$ cat config.mk
export PLATFORM = sky130hd
export DESIGN_NAME = mc_sequencer
export DESIGN_NICKNAME = d
export VERILOG_FILES = /design/src/rtl/mc_pkg.sv /design/src/rtl/mc_alu_decode.sv /design/src/rtl/mc_sequencer.sv
export SDC_FILE = /design/constraint.sdc
export NUM_CORES = 1
export LEC_CHECK = 0
export CORE_UTILIZATION = 41
export DETAILED_ROUTE_END_ITERATION = 10
export PLACE_DENSITY_LB_ADDON = 0.1
export SYNTH_ARGS = -nofsm -noshare
export SYNTH_HDL_FRONTEND = slang
export SYNTH_SLANG_ARGS = --single-unit
$ cat constraint.sdc
create_clock -name clk -period 3.5 [get_ports clk]
set_input_delay 0.7 -clock clk [delete_from_list [all_inputs] [get_ports clk]]
set_output_delay 0.7 -clock clk [all_outputs]
set_load 0.01 [all_outputs]
$ cat src/rtl/mc_pkg.sv
// mc_pkg: shared definitions for the multi-cycle control sequencer.
//   - state_t  : FSM state codes. The encoding is visible on the debug port.
//   - OP_*     : opcode field values (IR[31:26]).
//   - FN_*     : R-type func field values (IR[5:0]).
//   - ALU_*    : ALU operation codes driven on aluop.
//   - PC_SRC_* : PC mux select encodings.
package mc_pkg;

    typedef enum logic [2:0] {
        S_IDLE   = 3'd0,
        S_FETCH  = 3'd1,
        S_DECODE = 3'd2,
        S_EXEC   = 3'd3,
        S_MEM    = 3'd4,
        S_WB     = 3'd5,
        S_TRAP   = 3'd6
    } state_t;

    localparam logic [5:0] OP_RTYPE = 6'b000000;
    localparam logic [5:0] OP_LW    = 6'b100011;
    localparam logic [5:0] OP_SW    = 6'b101011;
    localparam logic [5:0] OP_BEQ   = 6'b000100;
    localparam logic [5:0] OP_J     = 6'b000010;
    localparam logic [5:0] OP_ADDI  = 6'b001000;
    localparam logic [5:0] OP_ANDI  = 6'b001100;
    localparam logic [5:0] OP_ORI   = 6'b001101;

    localparam logic [5:0] FN_ADD = 6'b100000;
    localparam logic [5:0] FN_SUB = 6'b100010;
    localparam logic [5:0] FN_AND = 6'b100100;
    localparam logic [5:0] FN_OR  = 6'b100101;
    localparam logic [5:0] FN_SLT = 6'b101010;

    localparam logic [3:0] ALU_AND = 4'b0000;
    localparam logic [3:0] ALU_OR  = 4'b0001;
    localparam logic [3:0] ALU_ADD = 4'b0010;
    localparam logic [3:0] ALU_SUB = 4'b0110;
    localparam logic [3:0] ALU_SLT = 4'b0111;

    localparam logic [1:0] PC_SRC_SEQ    = 2'b00;
    localparam logic [1:0] PC_SRC_BRANCH = 2'b01;
    localparam logic [1:0] PC_SRC_JUMP   = 2'b10;

endpackage

$ cat src/rtl/mc_alu_decode.sv
// mc_alu_decode: combinational instruction decode for the ALU path.
// Ports:
//   opcode [5:0] in  : IR[31:26]
//   func   [5:0] in  : IR[5:0]
//   aluop  [3:0] out : ALU operation for this instruction
//   alusrc       out : 1 = extended immediate, 0 = rd2
//   extop        out : 1 = sign extend, 0 = zero extend
//   regdst       out : 1 = rd, 0 = rt
//   legal        out : instruction is supported
// Outputs are not gated here; the sequencer qualifies them by state.
module mc_alu_decode
    import mc_pkg::*;
(
    input  logic [5:0] opcode,
    input  logic [5:0] func,
    output logic [3:0] aluop,
    output logic       alusrc,
    output logic       extop,
    output logic       regdst,
    output logic       legal
);

    always_comb begin
        aluop  = ALU_AND;
        alusrc = 1'b0;
        extop  = 1'b0;
        regdst = 1'b0;
        legal  = 1'b0;
        case (opcode)
            OP_RTYPE: begin
                regdst = 1'b1;
                legal  = 1'b1;
                case (func)
                    FN_ADD:  aluop = ALU_ADD;
                    FN_SUB:  aluop = ALU_SUB;
                    FN_AND:  aluop = ALU_AND;
                    FN_OR:   aluop = ALU_OR;
                    FN_SLT:  aluop = ALU_SLT;
                    default: legal = 1'b0;
                endcase
            end
            OP_LW, OP_SW, OP_ADDI: begin
                alusrc = 1'b1;
                extop  = 1'b1;
                aluop  = ALU_ADD;
                legal  = 1'b1;
            end
            OP_ANDI: begin
                alusrc = 1'b1;
                aluop  = ALU_AND;
                legal  = 1'b1;
            end
            OP_ORI: begin
                alusrc = 1'b1;
                aluop  = ALU_OR;
                legal  = 1'b1;
            end
            OP_BEQ: begin
                aluop = ALU_SUB;
                legal = 1'b1;
            end
            OP_J: begin
                legal = 1'b1;
            end
            default: legal = 1'b0;
        endcase
    end

endmodule

$ cat src/rtl/mc_sequencer.sv
// mc_sequencer: multi-cycle control FSM for the MIPS-style datapath.
// Optional build macro: MC_PERF_CNT_EN adds the retired/cycles counters.
// Parameter RESET_RUN: 1 = leave IDLE on the first clock after reset.
// Ports:
//   clk, rst_n                  : clock, async active-low reset
//   run                         : 1 = keep fetching instructions
//   opcode, func, zero          : IR fields and ALU zero flag
//   imem_ready, dmem_ready      : memory handshakes (wait states)
//   pc_write, pc_src, ir_write  : fetch / PC control
//   regdst, alusrc, extop, aluop: datapath steering
//   memread, memwrite, mem2reg  : data memory control
//   regwrite                    : register bank write strobe
//   illegal                     : sticky, undecodable instruction seen
//   state                       : current state code (debug)
//   retired, cycles             : performance counters (MC_PERF_CNT_EN only)
//
// state  | meaning
// IDLE   | waiting for run
// FETCH  | load IR and PC+4 when imem_ready
// DECODE | check opcode/func, no strobes
// EXEC   | ALU operation; beq/j resolve the PC here and end
// MEM    | lw read / sw write until dmem_ready
// WB     | one-cycle register write
// TRAP   | illegal instruction, held until reset
module mc_sequencer
    import mc_pkg::*;
#(
    parameter bit RESET_RUN = 1'b0
) (
    input  logic        clk,
    input  logic        rst_n,
    input  logic        run,
    input  logic [5:0]  opcode,
    input  logic [5:0]  func,
    input  logic        zero,
    input  logic        imem_ready,
    input  logic        dmem_ready,
    output logic        pc_write,
    output logic [1:0]  pc_src,
    output logic        ir_write,
    output logic        regdst,
    output logic        alusrc,
    output logic        extop,
    output logic [3:0]  aluop,
    output logic        memread,
    output logic        memwrite,
    output logic        mem2reg,
    output logic        regwrite,
    output logic        illegal,
    output logic [2:0]  state
`ifdef MC_PERF_CNT_EN
    ,
    output logic [31:0] retired,
    output logic [31:0] cycles
`endif
);

    state_t     state_q, state_d;
    logic       first_q;
    logic       illegal_q;
    logic       inst_end;
    logic [3:0] dec_aluop;
    logic       dec_alusrc, dec_extop, dec_regdst, dec_legal;
    logic       is_lw, is_sw, is_beq, is_j;

    mc_alu_decode u_alu_decode (
        .opcode (opcode),
        .func   (func),
        .aluop  (dec_aluop),
        .alusrc (dec_alusrc),
        .extop  (dec_extop),
        .regdst (dec_regdst),
        .legal  (dec_legal)
    );

    assign is_lw  = (opcode == OP_LW);
    assign is_sw  = (opcode == OP_SW);
    assign is_beq = (opcode == OP_BEQ);
    assign is_j   = (opcode == OP_J);

    always_ff @(posedge clk or negedge rst_n) begin
        if (!rst_n) begin
            state_q   <= S_IDLE;
            first_q   <= 1'b1;
            illegal_q <= 1'b0;
        end else begin
            state_q <= state_d;
            first_q <= 1'b0;
            if (state_d == S_TRAP) illegal_q <= 1'b1;
        end
    end

    always_comb begin
        state_d  = state_q;
        inst_end = 1'b0;
        pc_write = 1'b0;
        pc_src   = PC_SRC_SEQ;
        ir_write = 1'b0;
        regdst   = 1'b0;
        alusrc   = 1'b0;
        extop    = 1'b0;
        aluop    = ALU_AND;
        memread  = 1'b0;
        memwrite = 1'b0;
        mem2reg  = 1'b0;
        regwrite = 1'b0;
        case (state_q)
            S_IDLE: begin
                if (run || (RESET_RUN && first_q)) state_d = S_FETCH;
            end
            S_FETCH: begin
                if (imem_ready) begin
                    ir_write = 1'b1;
                    pc_write = 1'b1;
                    state_d  = S_DECODE;
                end
            end
            S_DECODE: begin
                state_d = dec_legal ? S_EXEC : S_TRAP;
            end
            S_EXEC: begin
                alusrc = dec_alusrc;
                extop  = dec_extop;
                aluop  = dec_aluop;
                regdst = dec_regdst;
                if (is_beq) begin
                    pc_src   = PC_SRC_BRANCH;
                    pc_write = zero;
                    inst_end = 1'b1;
                end else if (is_j) begin
                    pc_src   = PC_SRC_JUMP;
                    pc_write = 1'b1;
                    inst_end = 1'b1;
                end else if (is_lw || is_sw) begin
                    state_d = S_MEM;
                end else begin
                    state_d = S_WB;
                end
            end
            S_MEM: begin
                // ALU controls stay applied so the address remains stable
                // across data memory wait states.
                alusrc = dec_alusrc;
                extop  = dec_extop;
                aluop  = dec_aluop;
                if (is_lw) begin
                    memread = 1'b1;
                    if (dmem_ready) state_d = S_WB;
                end else begin
                    memwrite = 1'b1;
                    if (dmem_ready) inst_end = 1'b1;
                end
            end
            S_WB: begin
                // ALU result is the write-back data for non-load instructions.
                alusrc   = dec_alusrc;
                extop    = dec_extop;
                aluop    = dec_aluop;
                regdst   = dec_regdst;
                mem2reg  = is_lw;
                regwrite = 1'b1;
                inst_end = 1'b1;
            end
            S_TRAP: begin
                state_d = S_TRAP;
            end
            default: state_d = S_IDLE;
        endcase
        if (inst_end) state_d = run ? S_FETCH : S_IDLE;
    end

    assign illegal = illegal_q;
    assign state   = state_q;

`ifdef MC_PERF_CNT_EN
    always_ff @(posedge clk or negedge rst_n) begin
        if (!rst_n) begin
            retired <= 32'd0;
            cycles  <= 32'd0;
        end else begin
            if (inst_end) retired <= retired + 32'd1;
            if (state_q != S_IDLE && state_q != S_TRAP) cycles <= cycles + 32'd1;
        end
    end
`endif

endmodule
# Word level (Yosys, flattened, before mapping)
# Index checks and enable logic that the tools add are counted.
[op_classes]
eq_ne = 19
n_mux = 40
reduce_logical = 9
[op_table]
columns = ["operator", "count"]
rows = [
  ["$eq 6x6->1 const B", 7],
  ["$mux 3", 8],
  ["$mux 1", 22],
  ["$pmux 3 s7", 1],
  ["$eq 6x4->1 const B", 3],
  ["$pmux 4 s4", 1],
  ["$eq 3x3->1 const B", 4],
  ["$pmux 3 s4", 1],
  ["$reduce_or 5->1", 2],
  ["$reduce_or 7->1", 1],
  ["$eq 3x2->1 const B", 2],
  ["$eq 6x2->1 const B", 1],
  ["$eq 6x3->1 const B", 1],
  ["$logic_not 6->1", 1],
  ["$mux 2", 3],
  ["$reduce_or 3->1", 2],
  ["$mux 4", 1],
  ["$pmux 1 s2", 2],
  ["$eq 3x1->1 const B", 1],
  ["$logic_not 3->1", 1],
  ["$pmux 1 s3", 1],
  ["$reduce_or 2->1", 1],
  ["$logic_or 1x1->1", 1],
]
[word_totals]
wordCells = 70
out_inout_bits = 19
ff_bits = 4

# Longest topological paths before layout
[logic_depth]
ltp_word = 8
depth_mapped = 6
mapped_depth_nobuf = 5

# Modules after synthesis
# From an unflattened synthesis, not the netlist that was laid out.
[unflattened]
hier_cells = 94
hier_area_um2 = 679.4
[by_module_without_submodules]
columns = ["module", "n_inst", "area_per_inst_um2", "cells_per_inst"]
rows = [
  ["mc_sequencer", 1, 419.2, 55],
  ["mc_alu_decode", 1, 260.2, 39],
]

# Least setup slack after synthesis
# OpenSTA, ideal clock, no wires.
[synth_timing]
kind = "input to output"
from = "in opcode[4]"
to = "out pc_write"
stages = 4
t_arrival_ps = 1875
path_buffers = 1
slack_ps = 925
cell_sequence = "buf_2 -> nor4_1 -> nor4b_1 -> a211o_1"
[synth_via]
elab_chain_len = 4
[synth_rtl]
columns = ["element", "line_no", "text"]
rows = [
  ["start: declaration", "mc_sequencer.sv:33", "input logic [5:0] opcode,"],
  ["$eq 6x2->1", "mc_sequencer.sv:79", "assign is_j = (opcode == OP_J);"],
  ["$mux 1", "mc_sequencer.sv:130", "end else if (is_j) begin"],
  ["$mux 1 (*)", "mc_sequencer.sv:126", "if (is_beq) begin"],
  ["$pmux 1 s2 (*)", "mc_sequencer.sv:107", "case (state_q)"],
  ["end: declaration", "mc_sequencer.sv:38", "output logic pc_write,"],
]
# Every way passes the cells marked *; elsewhere a longest branch is shown, timed or not.

# Final worst setup path
[layout_timing]
from = "in opcode[0]"
to = "out aluop[0]"
[layout_via]
elab_chain_len = 4
[layout_rtl]
columns = ["element", "line_no", "text"]
rows = [
  ["$eq 6x6->1 or $eq 6x4->1 (tied branches)", "mc_alu_decode.sv:29", "case (opcode)"],
  ["$reduce_or 3->1", "mc_alu_decode.sv:29", ""],
  ["$pmux 4 s4 (*)", "mc_alu_decode.sv:29", ""],
  ["$mux 4 (*)", "mc_sequencer.sv:107", ""],
  ["end: declaration", "mc_sequencer.sv:44", "output logic [3:0] aluop,"],
]
# Marked as above.

==> summary.txt <==
Run status
  – Status: finished, final reports clean

Floorplan
  – Initial core utilization: 44.89%
  – Die width: 43.08 um
  – Die height: 43.08 um
  – Io pins: 37
  – Core area: 1541 sq um
  – Die footprint: 1856 sq um
  – FP Rows: 14

CTS
  – Later-pin clock latency in the skew report: 240 ps
  – Buffer count from post-CTS setup fixing: 0
  – Root buf cell: clkbuf_4
  – CTS Hold Buffers Added: 0
  – Number of buffers created by CTS: 3
  – Max clock buf depth: 2
  – H-tree level count: 1
  – Sink Count: 4
  – Clock-pin slew on the worst setup and hold paths: 40 ps
  – CTS tree: yes

GRT
  – Total gr overflow: 0
  – Number of global-route vias before repair: 747
  – First-pass GRT wire length: 3291 um
  – Total GRT Usage: 23.14%
  – Initial antenna violation count: 0
  – Largest net degree at the start of global routing: 14

Timing
  – Clock skew: 6.497 ps
  – Fin. Hold Viols: 0
  – Fmax: 295.7 MHz
  – Final Worst Setup Slack: 118.7 ps
  – Total negative slack: 0 ps
  – Tmin final: 3381 ps
  – Slew Limit Fails: 0
  – Fin crit share: 96.61%
  – RSZ-0062 raised after global routing: false
  – Setup violators final: 0
  – Hold_ws: 499.2 ps

Yosys
  – Fraction of the yosys area taken by sequential cells: 14.47%
  – Ys flop type: dfrtp_1
  – Simple-gate area share of the yosys netlist: 49.19%
  – Mapped Area: 691.9 sq um
  – Syn avg cell area: 6.989 sq um
  – Synth top area cells: dfrtp_1 14%, nor2_1 7.6%, nand2_1 4.9%
  – Synth Area in Adders: 0%
  – Flops & latches, synth: 4
  – XOR/XNOR Fraction of Synth Area: 1.266%
  – Synth cell types: 44
  – YS warnings: 0
  – EDFF count, synth: 0
  – Syn_nets: 117
  – Ys async rst share: 100.0%
  – Synth Area in Compound Gates: 24.23%
  – Mux contribution to synthesized area: 0%
  – Synth area leader: dfrtp_1
  – Cell count after synthesis: 99
  – Largest family of logic cells by synthesized area: simple AND/OR/NAND/NOR gates
  – Share of the synthesized area in the top cell type: 14.47%

Pwr
  – Total power: 0.4089 mW
  – Worst ir drop on vdd: 0.0002482 V
  – Power density cells: 373.1 nW/um^2
  – Leakage: 0.4525 nW

Layout
  – Finished Cell Area: 1096 sq um
  – Fillers: 136
  – Share of cells above drive strength 1: 12.41%
  – Highest-count cells in the layout ignoring fill and taps: 33 x clkdlybuf4s50_1, 14 x nor2_1, 9 x nand2_1
  – ANT cells: 0
  – Area delta synth->final: 58.41%
  – Commonest non-fill, non-tap cell in the layout: clkdlybuf4s50_1
  – Nets: 157

Critical path
  – Internal reg-to-reg setup slack: 2020 ps
  – Crit-path cells: clkdlybuf4s50_1 -> buf_4 -> nand3_1 -> a21oi_1 -> a21oi_1 -> or3_1 -> nor2_1 -> clkdlybuf4s50_1
  – Slowest stage cell on the critical path: clkdlybuf4s50_1
  – CP arrival: 2680 ps
  – Setup crit start kind: input pin
  – Critical path startpoint: opcode[0]
  – Critical path class: input pin to output port
  – RR Startpoint: state[1]
  – Largest stage delay, worst path: 540 ps
  – Worst EP required: 2800 ps
  – Crit end category: output port
  – Max FO, Critical Path: 13

Routing
  – 1st-pass router iterations: 4
  – Avg WL per Cell: 13.43 um
  – DRT antenna net count: 0
  – Via count: 870
  – Routed wire length: 2055 um
  – Post-route DRC: 0
  – Initial drt markers: 42
  – Via density: 5.686

Placed design
  – Cell Area, Placed: 1066 sq um
  – Gp weighted congestion: 0.7570
  – Worst slack at placement: 4.032 ps
  – Detailed placement HPWL: 1684 um
  – Port Buf Inserts: 35

Min path
  – Worst hold start: illegal
  – Worst Hold Class: flip-flop to flip-flop

Flow run
  – Max cap viols: 0
synthesized netlist by cell type (2+ instances only):
library cell and number:
nand4_1 3, nand3_1 5, buf_4 2, nand2_1 9, buf_2 3, nand3b_1 2, nor3b_1 3, nor2_1 14
nor3_1 2, dfrtp_1 4, nand2b_1 3, nor2b_1 2, o21a_1 2, a31oi_1 2, inv_1 4, and3_1 3
o21ai_0 3, a21oi_1 5, buf_6 2, or3_1 2
registers in the layout, summed over array words and instances (netlist names):
name,flops
state,3
illegal,1
final cells by class:
cell class	count	area [sq um]	share of cell area, %
Sequential cell	4	100.1	9.132
Inverter	4	15.01	1.370
Tap cell	16	20.02	1.826
Timing Repair Buffer	43	411.6	37.56
Multi-Input combinational cell	83	526.8	48.06
Clock buffer	3	22.52	2.055
through the flow:
stage | std cells | util [%]
finish | 153 | 71.10
global route | 153 | 71.10
CTS | 153 | 70.54
detailed placement | 150 | 69.16
global placement | 150 | 69.16
floorplan | 99 | -
report_power, final:
part | switching [mW] | total, mW | internal (mW) | leakage [nW]
clock | 0.0197 | 0.0582 | 0.0384 | 0.0138
sequential | 0.0389 | 0.101 | 0.0620 | 0.0466
combinational | 0.117 | 0.250 | 0.133 | 0.392
what timing repair did:
item                                    4_1_cts  5_1_grt
pin swaps                                     0        0
endpoints found under the setup margin        2        2
resized for setup                             1        2
metal layers:
layer / vias up / wire, um / GRT usage (%) / part of all wire [%]
met3: 2 / 108 / 2.553 / 5.3
met2: 30 / 1065 / 41.49 / 52
li1: 442 / - / - / -
met1: 396 / 877 / 28.28 / 43
met5: - / 0 / 0 / 0
met4: 0 / 4 / 7.273 / 0.19
worst max-delay path: cells and delay by family:
family / cells / cell delay (ps)
buf+inv: 3 / 1200
compound gates: 2 / 200
simple gates: 3 / 580
logic make-up after synthesis:
group                     Yosys count
AOI/OAI and AO/OA                  23
xor gates and xnor gates            1
buffers and inverters              12
DFF                                 4
other                               1
and+or+nand+nor                    58
worst paths after layout:
| path | end | cells after the start |
|---|---|---|
| hold / removal | illegal | 1 |
| hold reg to reg | illegal | 1 |
| setup reg to reg | state[0] | 5 |
| min in group asynchronous | illegal | 1 |
| setup / recovery | aluop[0] | 8 |
| max in group asynchronous | state[2] | 1 |
No activity file was read; power rests on OpenSTA's default activity.
